File: config.mk
export PLATFORM = sky130hd
export DESIGN_NAME = instr_fetch
export DESIGN_NICKNAME = d
export VERILOG_FILES = /design/src/rtl/instr_fetch_pkg.sv /design/src/rtl/instr_fetch_pc_reg.sv /design/src/rtl/instr_fetch.sv
export SDC_FILE = /design/constraint.sdc
export NUM_CORES = 1
export LEC_CHECK = 0
export BUFFER_PORTS_ARGS = -buffer_cell sky130_fd_sc_hd__buf_2
export CAP_MARGIN = 5
export CORE_UTILIZATION = 30
export CTS_CLUSTER_SIZE = 8
export DETAILED_ROUTE_END_ITERATION = 7
export HOLD_SLACK_MARGIN = 0.06
export SYNTH_ARGS = -nofsm -noshare
export SYNTH_HDL_FRONTEND = slang
export SYNTH_HIERARCHICAL = 1
export SYNTH_SLANG_ARGS = --single-unit
File: constraint.sdc
create_clock -name clk -period 3.02 [get_ports clk]
set_clock_uncertainty 0.15 [all_clocks]
set_input_delay 0.453 -clock clk [delete_from_list [all_inputs] [get_ports clk]]
set_output_delay 0.453 -clock clk [all_outputs]
set_load 0.01 [all_outputs]
File: src/rtl/instr_fetch_pkg.sv
// Shared definitions for the fetch stage and the main controller:
// opcodes, fetch FSM state encoding and instruction field positions.
package instr_fetch_pkg;

  localparam int INSTR_W = 32;

  localparam logic [5:0] ADD   = 6'h00;
  localparam logic [5:0] ADDI  = 6'h08;
  localparam logic [5:0] LOAD  = 6'h23;
  localparam logic [5:0] STORE = 6'h2B;

  typedef enum logic {
    ST_REQ  = 1'b0,
    ST_HOLD = 1'b1
  } fetch_state_e;

  localparam int OPCODE_MSB = 31;
  localparam int OPCODE_LSB = 26;
  localparam int RS_MSB     = 25;
  localparam int RS_LSB     = 21;
  localparam int RT_MSB     = 20;
  localparam int RT_LSB     = 16;
  localparam int RD_MSB     = 15;
  localparam int RD_LSB     = 11;
  localparam int IMM_MSB    = 15;
  localparam int IMM_LSB    = 0;

  // Instruction words are 4 bytes, so a legal target has its two low bits clear.
  function automatic logic isWordAligned(input logic [1:0] lowBits);
    return lowBits == 2'b00;
  endfunction

endpackage

File: src/rtl/instr_fetch_pc_reg.sv
// Program counter with reset / redirect / sequential-increment selection.
// Redirect wins over increment; both are qualified by the fetch FSM.
module pc_reg
  import instr_fetch_pkg::*;
#(
  parameter int unsigned          ADDR_W   = 32,
  parameter logic [ADDR_W-1:0]    RESET_PC = '0
) (
  input  logic              clk,
  input  logic              rst,
  input  logic              i_load,
  input  logic [ADDR_W-1:0] i_loadPc,
  input  logic              i_advance,
  output logic [ADDR_W-1:0] o_pc
);

  logic [ADDR_W-1:0] r_pc;
  logic [ADDR_W-1:0] w_pcPlus4;

  // Natural-width add wraps modulo 2^ADDR_W.
  assign w_pcPlus4 = r_pc + ADDR_W'(4);

  always_ff @(posedge clk) begin
    if (rst) begin
      r_pc <= RESET_PC;
    end else if (i_load) begin
      r_pc <= i_loadPc;
    end else if (i_advance) begin
      r_pc <= w_pcPlus4;
    end
  end

  assign o_pc = r_pc;

endmodule

File: src/rtl/instr_fetch.sv
// Instruction fetch stage: single-outstanding-request fetch FSM, instruction
// register with field decode, accepted-instruction counter and misalign flag.
module instr_fetch
  import instr_fetch_pkg::*;
#(
  parameter logic [31:0]  RESET_PC = 32'h0000_0000,
  parameter int unsigned  ADDR_W   = 32
) (
  input  logic              clk,
  input  logic              rst,
  output logic              imem_req,
  output logic [ADDR_W-1:0] imem_addr,
  input  logic              imem_ack,
  input  logic [31:0]       imem_rdata,
  input  logic              redirect_valid,
  input  logic [ADDR_W-1:0] redirect_pc,
  input  logic              instr_ready,
  output logic              instr_valid,
  output logic [5:0]        opcode,
  output logic [4:0]        rs,
  output logic [4:0]        rt,
  output logic [4:0]        rd,
  output logic [15:0]       imm16,
  output logic [ADDR_W-1:0] instr_pc,
  output logic              misalign_err,
  output logic [15:0]       fetch_count
);

  fetch_state_e        r_state;
  logic                r_imemReq;
  logic [INSTR_W-1:0]  r_ir;
  logic [ADDR_W-1:0]   r_instrPc;
  logic                r_instrValid;
  logic                r_misalignErr;
  logic [15:0]         r_fetchCount;

  logic [ADDR_W-1:0]   w_pc;
  logic                w_redirAligned;
  logic                w_redirMisaligned;
  logic                w_accept;

  assign w_redirAligned    = redirect_valid &&  isWordAligned(redirect_pc[1:0]);
  assign w_redirMisaligned = redirect_valid && !isWordAligned(redirect_pc[1:0]);
  assign w_accept          = (r_state == ST_REQ) && imem_ack && !w_redirAligned;

  pc_reg #(
    .ADDR_W   (ADDR_W),
    .RESET_PC (RESET_PC[ADDR_W-1:0])
  ) u_pcReg (
    .clk       (clk),
    .rst       (rst),
    .i_load    (w_redirAligned),
    .i_loadPc  (redirect_pc),
    .i_advance (w_accept),
    .o_pc      (w_pc)
  );

  // An aligned redirect preempts both the ack and the downstream handshake,
  // so a squashed instruction is never counted.
  always_ff @(posedge clk) begin
    if (rst) begin
      r_state       <= ST_REQ;
      r_imemReq     <= 1'b1;
      r_ir          <= '0;
      r_instrPc     <= '0;
      r_instrValid  <= 1'b0;
      r_misalignErr <= 1'b0;
      r_fetchCount  <= '0;
    end else begin
      if (w_redirMisaligned) begin
        r_misalignErr <= 1'b1;
      end
      if (w_redirAligned) begin
        r_state      <= ST_REQ;
        r_imemReq    <= 1'b1;
        r_instrValid <= 1'b0;
      end else begin
        case (r_state)
          ST_REQ: begin
            if (imem_ack) begin
              r_ir         <= imem_rdata;
              r_instrPc    <= w_pc;
              r_instrValid <= 1'b1;
              r_imemReq    <= 1'b0;
              r_state      <= ST_HOLD;
            end
          end
          ST_HOLD: begin
            if (instr_ready) begin
              r_instrValid <= 1'b0;
              r_fetchCount <= r_fetchCount + 16'd1;
              r_imemReq    <= 1'b1;
              r_state      <= ST_REQ;
            end
          end
        endcase
      end
    end
  end

  assign imem_req     = r_imemReq;
  assign imem_addr    = w_pc;
  assign instr_valid  = r_instrValid;
  assign instr_pc     = r_instrPc;
  assign misalign_err = r_misalignErr;
  assign fetch_count  = r_fetchCount;

  assign opcode = r_ir[OPCODE_MSB:OPCODE_LSB];
  assign rs     = r_ir[RS_MSB:RS_LSB];
  assign rt     = r_ir[RT_MSB:RT_LSB];
  assign rd     = r_ir[RD_MSB:RD_LSB];
  assign imm16  = r_ir[IMM_MSB:IMM_LSB];

endmodule

== Word level (Yosys, flattened, before mapping) ==
Cells that the tools add are included.

* Flip-flop bits (word level): 116
* Bits of input ports: 69
* Output and inout bits: 120
* Word-level logic and storage cells: 37

* Add/sub/neg operators: 2
* Eq/ne operators: 2
* Mux-type cells: 11
* Bitwise operators: 2
* Reductions and logical operators: 12

{| class="wikitable"
|+ Operator list
! kind !! count
|-
| two-way mux 32 bit || 2
|-
| adder 32 x 3 -> 32 bit (second input constant) || 1
|-
| adder 16 x 1 -> 16 bit (second input constant) || 1
|-
| two-way mux 1 bit || 6
|-
| case mux 1 bit (2 select lines) || 3
|-
| AND reduction 3 bit || 2
|-
| logical AND 1 bit || 4
|-
| != test 2 bit (second input constant) || 2
|-
| zero test 1 bit || 2
|-
| zero test 2 bit || 1
|-
| NOT 1 bit || 2
|-
| AND reduction 2 bit || 1
|-
| nonzero test 2 bit || 1
|-
| OR reduction 2 bit || 1
|}

== Logic depth before layout (Yosys ltp) ==
Gate-level depths: netlist (run 1).

* Word-level depth: 6
* Mapped depth: 9
* Mapped depth without buffers: 7

== By module ==
Netlist (run 1), hierarchy kept.

{| class="wikitable"
|+ By module, submodules not included
! module !! times used !! cells each !! area an instance (um^2) !! sequential area each (um^2)
|-
| instr_fetch || 1 || 385 || 3099.2 || 1681.6
|-
| pc_reg || 1 || 234 || 1893.1 || 640.6
|}

== Worst setup path before layout (run 1) ==
No wires, ideal clock.

* Path type: input -> register
* From: in imem_ack
* To: reg u_pcReg.r_pc[28] (netlist: u_pcReg/o_pc[28])
* Setup time: 91 ps
* Arrival: 2311 ps
* Setup slack: 468 ps
* Stages: 9
* Cells stage by stage: nor2b_1 > nand2_1 > inv_1 > clkbuf_1 > buf_2 > nand4_1 > or2_2 > or4_1 > a311oi_1

* Word-level cells in the longest chain between the ends: 3

{| class="wikitable"
|+ RTL lines
! element !! RTL line !! RTL
|-
| start, declared || instr_fetch.sv:13 || <nowiki>input logic imem_ack,</nowiki>
|-
| logical AND 1 bit (2 in series) || instr_fetch.sv:44 || <nowiki>assign w_accept = (r_state == ST_REQ) && imem_ack && !w_redirAligned;</nowiki>
|-
| named net w_accept || instr_fetch.sv:40 || <nowiki>logic w_accept;</nowiki>
|-
| nonzero test 2 bit (no line) || -- ||
|-
| end signal, assigned || instr_fetch_pc_reg.sv:27 || <nowiki>r_pc <= i_loadPc;</nowiki>
|-
| end signal, assigned || instr_fetch_pc_reg.sv:29 || <nowiki>r_pc <= w_pcPlus4;</nowiki>
|-
| end, declared || instr_fetch_pc_reg.sv:17 || <nowiki>logic [ADDR_W-1:0] r_pc;</nowiki>
|}

The timed path passes the listed nets, and every way through them passes these cells.
A chain may end at the register's enable or synchronous reset.

== Worst setup path after layout (run 1) ==
* From: reg r_state
* To: reg u_pcReg.r_pc[23] (netlist: u_pcReg/o_pc[23])

* Word-level cells in the longest chain between the ends: 4

{| class="wikitable"
|+ RTL lines
! element !! RTL line !! RTL
|-
| start, declared || instr_fetch.sv:29 || <nowiki>fetch_state_e r_state;</nowiki>
|-
| start signal, assigned || instr_fetch.sv:62 || <nowiki>r_state <= ST_REQ;</nowiki>
|-
| start signal, assigned || instr_fetch.sv:74 || <nowiki>r_state <= ST_REQ;</nowiki>
|-
| start signal, assigned || instr_fetch.sv:85 || <nowiki>r_state <= ST_HOLD;</nowiki>
|-
| NOT 1 bit (no line) || -- ||
|-
| logical AND 1 bit (2 in series) || instr_fetch.sv:44 ||
|-
| nonzero test 2 bit (no line) || -- ||
|}

No other way between the ends.

==> results of run 1 <==
stage by stage:
step / utilization / total power [mW] / area [sq um]
6_report: 0.4199 / 4.239 / 6743
5_1_grt: 0.4199 / 4.411 / 6743
4_1_cts: 0.4199 / 4.302 / 6743
3_5_place_dp: 0.3795 / 2.061 / 6095
3_3_place_gp: 0.3795 / 2.058 / 6095
2_1_floorplan: - / 1.887 / 4992
synth_stat cells, drive strengths merged (2+ instances only):
library cell and number:
nor3b 5, nand3 12, a211o 2, nand2b 4
buf 17, or3 12, a311oi 5, o2111a 3
xnor2 9, a211oi 8, a21oi 80, nor2 39
o311a 3, and3 4, nand4 23, and2 3
o21ai 12, or2 3, ha 2, o31ai 4
nor4b 2, clkbuf 27, nor3 5, mux2i 3
xor2 9, o31a 3, dfxtp 116, a2111oi 5
or4 5, nand2 154, and4 6, nor2b 2
or3b 2, inv 9, nor4 13
power by group:
part	internal (mW)	leakage [nW]	switching, mW
registers	1.60	0.945	0.0665
logic	0.144	1.60	0.217
clock network	1.48	0.308	0.738
total	3.22	2.85	1.02
area by class of cell:
cell class / instances / share of cell area
inverters: 9 / 0.005010
clock inverters: 14 / 0.03099
repair buffers: 199 / 0.1522
clock buffers: 18 / 0.06513
well taps: 216 / 0.04008
multi-input cells: 450 / 0.3622
flip-flops and latches: 116 / 0.3444
worst min-delay path: stages:
cell,delay (ns)
buf_2,0.08
a21oi_1,0.05
nor2_1,0.07
path summary, 6_finish.rpt:
check / start / end
worst max-delay path: r_state / u_pcReg/o_pc[23]
worst min-delay path: redirect_pc[3] / u_pcReg/o_pc[3]
worst max register to register: r_state / u_pcReg/o_pc[23]
worst min register to register: misalign_err / misalign_err
flip-flops by register name, indices dropped and copies added (netlist names):
name	cells
imem_req	1
r_ir	32
fetch_count	16
u_pcReg/o_pc	32
misalign_err	1
instr_valid	1
instr_pc	32
r_state	1
cells by family after synthesis:
logic type / Yosys count
XOR/XNOR: 18
multiplexers: 4
adder cells (fa/ha/maj): 2
AND/OR/NAND/NOR: 297
flip-flops: 116
buffers and inverters: 53
AO/OA/AOI/OAI: 129
placed cells by master, fill, tap and decap left out, types with 5 or more instances in the layout:
| cell | instances |
|---|---|
| or3_1 | 11 |
| buf_2 | 187 |
| inv_1 | 7 |
| bufinv_16 | 5 |
| nor2_1 | 39 |
| o21ai_0 | 12 |
| xor2_1 | 9 |
| nor4_1 | 13 |
| clkbuf_16 | 17 |
| a21oi_1 | 80 |
| buf_4 | 12 |
| xnor2_1 | 9 |
| and4_1 | 6 |
| dfxtp_1 | 116 |
| a311oi_1 | 5 |
| nand2_1 | 153 |
| nand4_1 | 21 |
| nor3_1 | 5 |
| nor3b_1 | 5 |
| a211oi_1 | 8 |
| nand3_1 | 12 |
routing by layer:
metal | up-vias | global-route usage | wire, um
li1 | 2521 | - | -
met1 | 2325 | 0.2269 | 6878
met2 | 146 | 0.2810 | 7113
met3 | 16 | 0.05375 | 1000
met4 | 2 | 0.08384 | 193
met5 | - | 0 | 8
==> results.yml, run 1 <==
run_status:
  status: "finished clean"
timing:
  fmax_ghz: 0.4213
  rsz0062_at_grt: "no"
  worst_pin_slew_ns: 0.7409
  post-route-period-util: 0.7859
  totalNegativeSetupSlack_ns: 0
  fin_ws_ns: 0.6466
  whs_ns: 0.1198
  setup_violations: 0
  period_needed_ns: 2.373
  hold_viol: 0
  max-slew-margin-rel: 0.5015
  slew_viol_final: 0
worst_setup_path:
  cp_max_fo: 15
  cp-start-kind: "flop"
  ff2ff_path_depth: 7
  reg2reg_slack_ns: 0.65
  critical_path_required_ns: 3.19
  worstSetupPathType: "reg -> reg"
  cp_slowest_stage_delay_ns: 0.50
  critPathArrivalTime_ns: 2.55
  path_depth: 7
  cp-end-kind: "flop"
  path_cells: "nor2b_1 -> nand2_2 -> inv_2 -> buf_4 -> nand4_1 -> or4_1 -> a311oi_1"
  crit_buf_inv: 2
  slowest_stage: "or4_1"
  cp_top_family: "simple AND/OR/NAND/NOR gates"
clocking:
  cts_buffers: 17
  hold_buffers: 0
  root_buffer: "clkbuf_16"
  cts_max_level: 4
  clockBufferDepth: 2
  cts_sinks: 116
  cts_tree: "built"
  postCtsSetupRepairBufs: 0
  insertion_delay_ns: 0.42
  postCtsResizedCells: 0
  path_clk_slew_ns: 0.05
finish:
  n_fill_cell: 1643
  final-instance-count-excl-fill: 1022
  multi_input_area_sq_mm: 0.002442
  layout-drive-gt1-share: 0.3027
  diodes: 0
  fin_nets: 864
  syn2layout_area_growth_pct: 35.06
  register_area_sq_mm: 0.002322
power:
  power_leakage_nw: 2.853
  power.density_mw_per_mm2: 628.6
  ir_drop_uv: 402.4
synth:
  syn_inst: 619
  yosys_warnings: 6
  syn-num-nets: 690
  synthAdderAreaFrac: 0.005013
  synth-simple-area-share: 0.2867
  yosysTopAreaCell: "dfxtp_1"
  synthMuxAreaShare: 0.008271
  ys_seq_area_frac: 0.4652
  synth_area_per_cell_sq_um: 8.065
  synth-seq-cells: 116
  synth_edf_count: 0
  synth_area_leaders: "dfxtp_1 47%, nand2_1 12%, a21oi_1 8.0%"
  synth_compound_area_frac: 0.1571
  synth-async-reset-ratio: 0
  synth_top_family_by_area: "simple AND/OR/NAND/NOR gates"
  synthXorXnorAreaFrac: 0.03158
  synth.top_cell.area_share: 0.4652
  synth_ff_type: "dfxtp_1"
  synth_cell_types: 53
  syn_area_sq_mm: 0.004992
floorplan:
  die_x_um: 131
  die-area_sq_mm: 0.01716
  start_util: 0.3109
  rows: 46
  pin_count: 189
  dieHeight_um: 131
  coreArea_sq_mm: 0.01606
grt:
  overflow: 0
  antenna_found_initial: 1
  grt_max_degree: 65
  grt_pass1_vias: 4476
  grt_pass1_wl_mm: 23.49
  grt.total_usage: 0.1799
drt:
  firstDrtPassIters: 4
  drc_errors: 0
  wl_per_cell_um: 14.87
  via_per_inst: 4.902
  drt_iter0_drc: 307
  route.vias.total: 5010
  ant_nets: 0
  finalWirelength_mm: 15.20
min_path:
  min_path_cells: 3
  min_path_type: "in -> reg"
place:
  dp_slack_ns: 0.4146
  dpl.cell_count: 990
  io_buffer_count: 188
  dpl.hpwl_mm: 10.43
  gp_congestion: 0.8092
run:
  maxCapViolations: 0
No activity file was read; power rests on OpenSTA's default activity.
==> inputs of run 2 (changes only) <==
--- a/config.mk
+++ b/config.mk
@@ -5,6 +5,7 @@
 export SDC_FILE = /design/constraint.sdc
 export NUM_CORES = 1
 export LEC_CHECK = 0
+export ABC_AREA = 1
 export BUFFER_PORTS_ARGS = -buffer_cell sky130_fd_sc_hd__buf_2
 export CAP_MARGIN = 5
 export CORE_UTILIZATION = 30
==> constraint.sdc (replaced) <==
create_clock -name clk -period 2.1 [get_ports clk]
set_clock_uncertainty 0.15 [all_clocks]
set_input_delay 0.315 -clock clk [delete_from_list [all_inputs] [get_ports clk]]
set_output_delay 0.315 -clock clk [all_outputs]
set_load 0.01 [all_outputs]
==> run 2 against run 1 <==
- global-route usage grew 0.92 points
- worst hold slack lost 0.047 ns
- sequential power grew 48%
- non-clock buffer count is 58 higher
- register-to-register slack worse by 0.44 ns
- combinational power grew 120%
- via count grew 16%
- cell count grew 22%
- clock power rose by 29%
- worst setup slack worse by 0.44 ns
- synthesized cell count grew 25%
- die area up 8.2%
- highest routed layer is now met4
==> results.yml, run 2 <==
run_status:
  status: "finished clean"
timing:
  fmax_ghz: 0.5282
  setup_violations: 0
  max-slew-margin-rel: 0.6160
  post-route-period-util: 0.9015
  hold_viol: 0
  fin_ws_ns: 0.2069
  rsz0062_at_grt: "no"
  period_needed_ns: 1.893
  worst_pin_slew_ns: 0.5753
  totalNegativeSetupSlack_ns: 0
  slew_viol_final: 0
synth:
  synth_most_common_cell: "nor2_1"
  synth_edf_count: 0
  synth-seq-cells: 116
  synth_cell_types: 34
  syn_inst: 771
  ys_seq_area_frac: 0.4292
  yosysTopAreaCell: "dfxtp_1"
  synth_common_cells: "192 x nor2_1, 131 x nand2_1, 116 x dfxtp_1"
  syn_area_sq_mm: 0.005410
  synth_area_leaders: "dfxtp_1 43%, nor2_1 13%, nand2_1 9.1%"
  synth_area_per_cell_sq_um: 7.017
  synth.top_cell.area_share: 0.4292
  synth_ff_type: "dfxtp_1"
  synth-async-reset-ratio: 0
  yosys_warnings: 6
  syn-num-nets: 842
drt:
  via_per_inst: 4.668
  wl_met2_mm: 7.995
  drc_errors: 0
  route.vias.total: 5835
  wl_per_cell_um: 13.99
  drt_iter0_drc: 284
  finalWirelength_mm: 17.48
  firstDrtPassIters: 6
  wl_met1_mm: 8.253
  top_layer: "met4"
  met3_length_um: 992
  ant_nets: 0
worst_setup_path:
  path_cells: "clkinv_1 -> nand2_2 -> nor2_4 -> nand2_1 -> inv_1 -> buf_12 -> o211ai_1 -> a31oi_1"
  r2r_start: "r_state"
  ff2ff_path_depth: 8
  cp_top_family: "simple AND/OR/NAND/NOR gates"
  reg2reg_slack_ns: 0.21
  cp-start-kind: "flop"
  r2r-end: "u_pcReg/o_pc[6]"
  critical_path_required_ns: 2.28
  slowest_stage: "nor2_4"
  worstSetupPathType: "reg -> reg"
  critPathArrivalTime_ns: 2.08
  cp-end-kind: "flop"
  crit_buf_inv: 3
  cp_slowest_stage_delay_ns: 0.37
  cp_max_fo: 18
clocking:
  postCtsSetupRepairBufs: 0
  root_buffer: "clkbuf_16"
  clockBufferDepth: 2
  cts_max_level: 4
  postCtsResizedCells: 0
  cts_sinks: 116
  cts_tree: "built"
  cts_buffers: 17
  path_clk_slew_ns: 0.06
  insertion_delay_ns: 0.41
floorplan:
  coreArea_sq_mm: 0.01748
  die_x_um: 136.3
  die-area_sq_mm: 0.01858
  dieHeight_um: 136.3
  start_util: 0.3096
  rows: 48
  pin_count: 189
min_path:
  hp-start: "redirect_pc[14]"
  min_path_cells: 3
  hold_end: "u_pcReg/o_pc[14]"
  min_path_type: "in -> reg"
place:
  dpl.cell_count: 1168
  placed_area_sq_mm: 0.006604
  dpl.hpwl_mm: 12.12
  gp_congestion: 0.8114
  dp_slack_ns: -0.04124
  io_buffer_count: 188
power:
  power_leakage_nw: 3.536
  ir_drop_uv: 519.2
  power.density_mw_per_mm2: 795.4
finish:
  final_cell_mix: "192 x nor2_1, 188 x buf_2, 131 x nand2_1"
  syn2layout_area_growth_pct: 41.95
  final_cell_area_sq_mm: 0.007680
  layout_commonest_cell: "nor2_1"
  fin_nets: 1082
  final_core_util: 0.4394
  layout-drive-gt1-share: 0.2676
  final-instance-count-excl-fill: 1250
run:
  maxCapViolations: 0
grt:
  grt_max_degree: 37
  antenna_found_initial: 1
  overflow: 0
  grt.total_usage: 0.1891
  grt_pass1_vias: 5414
  grt_pass1_wl_mm: 27.11
run 2: cell count changes after synthesis, moves of 20 or more:
cell	change
o21ai_1	+49
nand3_1	+33
inv_1	+43
a21oi_1	-47
nor2_1	+153
nand2_1	-23
a22oi_1	+20
run 2: where the power goes:
group | internal [mW] | switching (mW)
sequential | 2.34 | 0.105
clock | 1.81 | 1.06
combinational | 0.350 | 0.447
total | 4.50 | 1.61
run 2: worst max path at each step:
| stage | from | to | slack (ns) | cells past startpoint |
|---|---|---|---|---|
| 3_5_place_dp | redirect_pc[1] | u_pcReg/o_pc[6] | -0.04 | 10 |
| 4_1_cts | r_state | u_pcReg/o_pc[6] | 0.04 | 8 |
| 3_3_place_gp | redirect_pc[1] | u_pcReg/o_pc[6] | 0.002 | 10 |
| 2_1_floorplan | redirect_pc[1] | u_pcReg/o_pc[18] | 0.25 | 10 |
| 6_report | r_state | u_pcReg/o_pc[6] | 0.21 | 8 |
| 5_1_grt | r_state | u_pcReg/o_pc[25] | 0.02 | 8 |
run 2: cells by family (layout without fill, tap and decap cells):
| group | after synthesis | in the layout | synth area share |
|---|---|---|---|
| flops | 116 | 116 | 0.4292 |
| xor+xnor | 7 | 7 | 0.01133 |
| fa+ha+maj | 2 | 2 | 0.004625 |
| buf+inv | 92 | 344 | 0.08210 |
| simple gates | 414 | 415 | 0.3309 |
| compound gates | 140 | 140 | 0.1418 |
| other cells | 0 | 1 | 0 |
run 2: tightest hold or removal path: stages:
cell and delay (ns):
buf_2 0.08, a22oi_1 0.07, a21oi_1 0.13
run 2: layer usage:
metal | GRT usage | vias up
met5 | 0 | -
met4 | 0.06790 | 0
met3 | 0.04884 | 17
met2 | 0.3020 | 182
met1 | 0.2439 | 2666
li1 | - | 2970
run 2: through the flow:
step | hold WS, ns | total power [mW]
2_1_floorplan | 0.2341 | 2.890
3_3_place_gp | 0.2843 | 3.207
3_5_place_dp | 0.2922 | 3.211
4_1_cts | 0.06058 | 6.178
5_1_grt | 0.06632 | 6.373
6_report | 0.07237 | 6.109
run 2: what timing repair did:
action / CTS / global route
hold endpoints to repair: 49 / 0
hold buffers: 48 / 0
setup endpoints to repair: 0 / 49
run 2: area by class of cell:
type                       count  area (sq um)
multi-input combinational    564          2650
inverter                      55         207.7
fill                        1804          9797
tap                          225         281.5
clock inverter                12         130.1
timing repair buffer         257          1629
sequential                   116          2322
antenna                        1         2.502
clock buffer                  20         456.7
